$ cat config.mk
export PLATFORM = sky130hd
export DESIGN_NAME = regfile_mp
export DESIGN_NICKNAME = d
export VERILOG_FILES = /design/src/rtl/regfile_mp.sv
export SDC_FILE = /design/constraint.sdc
export NUM_CORES = 1
export LEC_CHECK = 0
export BUFFER_PORTS_ARGS = -buffer_cell sky130_fd_sc_hd__buf_2
export CAP_MARGIN = 20
export CORE_ASPECT_RATIO = 1.4
export CORE_MARGIN = 2
export CORE_UTILIZATION = 57
export CTS_CLUSTER_DIAMETER = 50
export DETAILED_ROUTE_END_ITERATION = 8
export GPL_TIMING_DRIVEN = 0
export HOLD_SLACK_MARGIN = 0.06
export PLACE_DENSITY = 0.76
export SLEW_MARGIN = 10
export SYNTH_ARGS = -nofsm -noshare
export SYNTH_HDL_FRONTEND = slang
export SYNTH_SLANG_ARGS = --single-unit
$ cat constraint.sdc
create_clock -name clk -period 3 [get_ports clk]
set_clock_uncertainty 0.15 [all_clocks]
set_input_delay 0.15 -clock clk [delete_from_list [all_inputs] [get_ports clk]]
set_output_delay 0.15 -clock clk [all_outputs]
set_load 0.05 [all_outputs]
$ cat src/rtl/regfile_mp.sv
// -----------------------------------------------------------------------------
// regfile_mp
//
// Parametrised general-purpose register file for the pipelined MIPS-lite core.
//
//   * NUM_RD combinational read ports, each with same-cycle write bypass.
//   * Optional hardwired zero register (ZERO_REG=1): reg 0 reads as 0, is
//     never written and is never pending.
//   * After reset, a sequential clear engine writes 0 to every register,
//     one per clock. init_busy is high until the last register is cleared.
//     While it is high, reads return 0, rd_pend is 0, and writes and
//     pend_set are ignored.
//   * One pending bit per register, used by decode for hazard stalls.
//     pend_set marks a register. A write clears its bit. If both hit the
//     same register on the same edge, the set wins.
//
// Ports
//   clk        in   rising-edge clock
//   rst        in   asynchronous active-high reset
//   wen        in   write enable (writeback stage)
//   waddr      in   [ADDR_W]         write address
//   wdata      in   [DATA_W]         write data
//   raddr      in   [NUM_RD*ADDR_W]  read addresses; port k at [k*ADDR_W +: ADDR_W]
//   rdata      out  [NUM_RD*DATA_W]  read data;      port k at [k*DATA_W +: DATA_W]
//   rd_pend    out  [NUM_RD]         addressed register awaits an in-flight write
//   pend_set   in   mark pend_addr pending
//   pend_addr  in   [ADDR_W]         register to mark pending
//   init_busy  out  clear engine active; core must stall
// -----------------------------------------------------------------------------
module regfile_mp #(
  parameter int DATA_W   = 32,
  parameter int ADDR_W   = 5,
  parameter int NUM_RD   = 2,
  parameter int ZERO_REG = 1
) (
  input  logic                     clk,
  input  logic                     rst,
  input  logic                     wen,
  input  logic [ADDR_W-1:0]        waddr,
  input  logic [DATA_W-1:0]        wdata,
  input  logic [NUM_RD*ADDR_W-1:0] raddr,
  output logic [NUM_RD*DATA_W-1:0] rdata,
  output logic [NUM_RD-1:0]        rd_pend,
  input  logic                     pend_set,
  input  logic [ADDR_W-1:0]        pend_addr,
  output logic                     init_busy
);

  localparam int DEPTH = 2 ** ADDR_W;

  // The clear index has one extra bit, so the count can reach DEPTH.
  localparam logic [ADDR_W:0] LP_LAST = (ADDR_W + 1)'(DEPTH - 1);

  typedef enum logic {
    ST_CLEAR = 1'b0,
    ST_READY = 1'b1
  } state_t;

  state_t             r_state;
  state_t             w_state_next;
  logic [ADDR_W:0]    r_idx;
  logic [ADDR_W:0]    w_idx_next;

  logic [DATA_W-1:0]  r_mem [DEPTH];
  logic [DEPTH-1:0]   r_pend;
  logic [DEPTH-1:0]   w_pend_next;

  logic               w_ready;
  logic               w_waddr_zero;
  logic               w_wr_act;

  assign w_ready   = (r_state == ST_READY);
  assign init_busy = ~w_ready;

  // A write takes effect only in READY. It is also dropped when it targets
  // the hardwired zero register. Bypass and pend-clear use this same
  // qualified write, so a discarded write is never forwarded.
  assign w_waddr_zero = (ZERO_REG != 0) && (waddr == '0);
  assign w_wr_act     = w_ready & wen & ~w_waddr_zero;

  // ---------------------------------------------------------------------------
  // Clear-engine FSM
  // ---------------------------------------------------------------------------
  always_ff @(posedge clk or posedge rst) begin
    if (rst) begin
      r_state <= ST_CLEAR;
      r_idx   <= '0;
    end else begin
      r_state <= w_state_next;
      r_idx   <= w_idx_next;
    end
  end

  always_comb begin
    w_state_next = r_state;
    w_idx_next   = r_idx;
    case (r_state)
      ST_CLEAR: begin
        w_idx_next = r_idx + 1'b1;
        // The edge that clears the last register also leaves CLEAR.
        if (r_idx == LP_LAST) begin
          w_state_next = ST_READY;
        end
      end
      ST_READY: begin
        // Only rst leaves READY.
      end
      default: begin
        w_state_next = ST_CLEAR;
        w_idx_next   = '0;
      end
    endcase
  end

  // ---------------------------------------------------------------------------
  // Storage array
  // ---------------------------------------------------------------------------
  // The array is never reset. The clear engine zeroes it one register per
  // cycle. While rst is held the FSM stays in CLEAR with idx 0, so the
  // only effect is that register 0 is rewritten with 0.
  always_ff @(posedge clk) begin
    if (!w_ready) begin
      r_mem[r_idx[ADDR_W-1:0]] <= '0;
    end else if (w_wr_act) begin
      r_mem[waddr] <= wdata;
    end
  end

  // ---------------------------------------------------------------------------
  // Pending scoreboard
  // ---------------------------------------------------------------------------
  // Each register's next pend bit is built on its own. The set term is
  // ORed in last, so a new producer beats a retiring write on the same edge.
  for (genvar gi = 0; gi < DEPTH; gi++) begin : g_pend
    localparam logic [ADDR_W-1:0] LP_A = ADDR_W'(gi);

    logic w_set;
    logic w_clr;

    assign w_set = w_ready & pend_set & (pend_addr == LP_A)
                 & ~((ZERO_REG != 0) && (gi == 0));
    assign w_clr = w_wr_act & (waddr == LP_A);

    assign w_pend_next[gi] = w_set | (r_pend[gi] & ~w_clr);
  end

  always_ff @(posedge clk or posedge rst) begin
    if (rst) begin
      r_pend <= '0;
    end else begin
      r_pend <= w_pend_next;
    end
  end

  // ---------------------------------------------------------------------------
  // Read ports
  // ---------------------------------------------------------------------------
  // The read ports are combinational. rst holds r_state in CLEAR, so the
  // ~w_ready gate also forces the outputs to 0 during reset.
  for (genvar gi = 0; gi < NUM_RD; gi++) begin : g_rd
    logic [ADDR_W-1:0] w_ra;
    logic              w_ra_zero;
    logic              w_hit;
    logic [DATA_W-1:0] w_data;

    assign w_ra      = raddr[gi*ADDR_W +: ADDR_W];
    assign w_ra_zero = (ZERO_REG != 0) && (w_ra == '0);
    assign w_hit     = w_wr_act && (waddr == w_ra);

    always_comb begin
      w_data = r_mem[w_ra];
      if (!w_ready || w_ra_zero) begin
        w_data = '0;
      end else if (w_hit) begin
        w_data = wdata;
      end
    end

    assign rdata[gi*DATA_W +: DATA_W] = w_data;

    // A register being written this cycle is already bypassed, so it is
    // not reported as pending.
    assign rd_pend[gi] = w_ready & ~w_ra_zero & r_pend[w_ra] & ~w_hit;
  end

endmodule

==> metrics.txt <==
status finished with violations; violated checks negative setup slack; Clock Sinks 1,063; iteration-0 DRC count of the detailed router between 5k and 6k; Pwr Density 560 nW/um^2; Max Freq 0.313 GHz; Max-cap violations 0; critical path peak fanout 7; Placer Congestion roughly 0.94; Post-synth EDFFs 1,024; Initial Util between 50% and 60%; # H-tree levels 3; post-DR vias/cell 7.76; initial antenna violation count 10; ys flop type edfxtp_1; Arr. time, crit path between 2000 and 3000 ps; DR pass1 iterations 9; remaining antenna violation count after routing 0; Syn Nets roughly 2.9k; synthesized area 50,100 sq um; Synth Warn # 0; Worst Hold Depth 2; leading area contributor after synthesis edfxtp_1; core area 87,000 sq um; Worst Hold End r_mem[3][15]; r2r setup slk -70 ps; share of post-route cells with drive strength above 1 35.3%; Unique masters post-synth 58; die area between 90,000 and 100,000 sq um; min-delay src wdata[15]; max-slew violation count 0; HPWL after DPL 113,000 um; DIE WIDTH 254 um; synth top area cells edfxtp_1, mux4_2, mux2i_1, o221ai_1, o22ai_1; r2r endpoint r_mem[19][14]; # DRC 0; final setup TNS -7520 ps; CTS tree yes; Hold Vio Cnt, Final 0; largest net degree at the start of global routing 33; drt total wl 172,000 um; cts bufs inserted 100; Area Growth Syn to Fin 19.0%; final setup vio count 134; Peak VDD IR 596 uV; gr usage total a little under two fifths; Place WS -963 ps; post-synthesis cell count 2,807; average size of a mapped cell 17.8 sq um; CP required 2700 ps; top cell type's share of synthesized area 61.4%; Worst Max-Slew Pin Slew between 1000 and 1500 ps; ys async rst share 3.67%; CP Capture Type output port; register bit total from synthesis approximately 1.1k; die height 355 um; I/O pin cnt 123; per-cell routed wire length 38.8 um; CP Class reg2out; NumNets Final between 3k and 4k; Rel. slew slack 11.2%; input/output buffers 110; first-pass GRT wire length 238,000 um; clock tree buffer depth 3; number of fill cells 5,339; worst hold path class in2reg; vias in the first global route 34.7k; Final period util 106%; reg2reg start r_state; unrepaired setup endpoints after global routing yes; Leak Pwr 0.0213 uW; minimum clock period 3190 ps; Critical Path Source Type register; Hold WS 32.4 ps; total global routing overflow 0; Register-to-Register Path Depth 9; root buffer cell clkbuf_16; clock latency on the worst-skew pair between 700 and 800 ps; clock slew at reported path FFs 70 ps; Cell Rows 128; Seq/Total Area, Yosys 63.4%; setup slack after layout -192 ps; Vias 34.3k
metrics by stage:
stage	instance area, sq um	power, uW	utilization [%]	instances
6_report	59600	33400	68.5	4418
5_1_grt	59600	33900	68.5	4416
4_1_cts	58600	32900	67.3	4379
3_5_place_dp	53100	20100	61.1	4126
3_3_place_gp	52100	20000	59.9	4087
2_1_floorplan	50100	18900	-	2807
cells by family after synthesis:
kind of cell,Yosys count,synth area share (%)
AOI/OAI and AO/OA,540,7.66
xor gates and xnor gates,16,0.280
adders and majority gates,1,0.0250
buffers and inverters,245,2.20
DFF,1063,63.4
muxes,696,23.9
and+or+nand+nor,246,2.54
state kept, by name, summed over array words and instances (netlist names):
name and cells:
r_idx 6, r_mem 1024, r_state 1, r_pend 32
final cells by class:
| cell class | count | area [sq um] | share of cell area [%] |
|---|---|---|---|
| timing repair buffer | 258 | 3050 | 5.12 |
| sequential | 1063 | 31700 | 53.3 |
| clock inverter | 67 | 668 | 1.12 |
| clock buffer | 114 | 2550 | 4.29 |
| inverter | 9 | 47.5 | 0.0798 |
| buffer | 234 | 1510 | 2.53 |
| antenna | 4 | 10.0 | 0.0168 |
| multi-input combinational | 1499 | 18500 | 31.1 |
| tap | 1170 | 1460 | 2.46 |
cells in the mapped netlist (39+ instances only):
cell type and n:
o22ai_1 158, a211o_1 63, nor3_1 64, buf_2 92, mux2i_1 290, clkbuf_1 121, nor2_1 46, o21ai_0 65
edfxtp_1 1024, o221ai_1 124, a21oi_1 67, mux4_2 397, dfrtp_1 39
metal layers:
metal | vias up | GRT usage, % | share of wire [%]
li1 | 12832 | - | -
met1 | 17317 | 44.7 | 31
met2 | 3264 | 60.3 | 49
met3 | 871 | 10.8 | 13
met4 | 12 | 23.6 | 7.2
met5 | - | 0.916 | 0.10
worst max-delay path, stage by stage (launching register included):
cell,delay [ps]
dfrtp_2,430
nand2_4,60
a21o_1,180
buf_6,150
o311ai_4,250
buf_12,240
buf_12,180
buf_6,120
a211oi_1,40
a211o_1,340
buf_6,170
layout by cell type, fill, tap and decap left out, types with 46 or more instances in the layout:
master,Yosys,layout
clkbuf_2,0,79
a211o_1,63,61
o21ai_0,65,63
o221ai_1,124,121
buf_12,0,46
buf_4,14,68
buf_2,92,91
mux2i_1,290,289
buf_6,2,83
edfxtp_1,1024,1024
o22ai_1,158,156
clkbuf_16,0,103
mux4_2,397,398
a21oi_1,67,64
dlygate4sd3_1,0,48
repair_timing:
action,CTS,global route
buffers inserted,23,27
hold buffers,47,1
cloned,2,3
pin swaps,36,47
endpoints found under the setup margin,1769,342
gates resized for setup,404,159
hold endpoints to repair,497,16
how the worst max path moves through the flow:
stage | startpoint | to | slack, ps | depth (start not counted)
after CTS | r_mem[19][30] | rdata[30] | -130 | 5
after global placement | waddr[4] | r_mem[1][15] | -2670 | 7
after global routing | r_state | rdata[47] | -180 | 10
after detailed placement | raddr[3] | rdata[22] | -960 | 9
final | r_state | rdata[47] | -190 | 10
after floorplan | r_state | r_mem[5][0] | -370 | 3
power by group:
part           total (uW)  internal [uW]  switching [uW]  leakage, uW
sequential          16400          16400            48.5       0.0111
combinational        4100           1430            2660      0.00863
clock               12900           6950            5920      0.00155
Note: power is estimated with default switching activity, not from simulation.
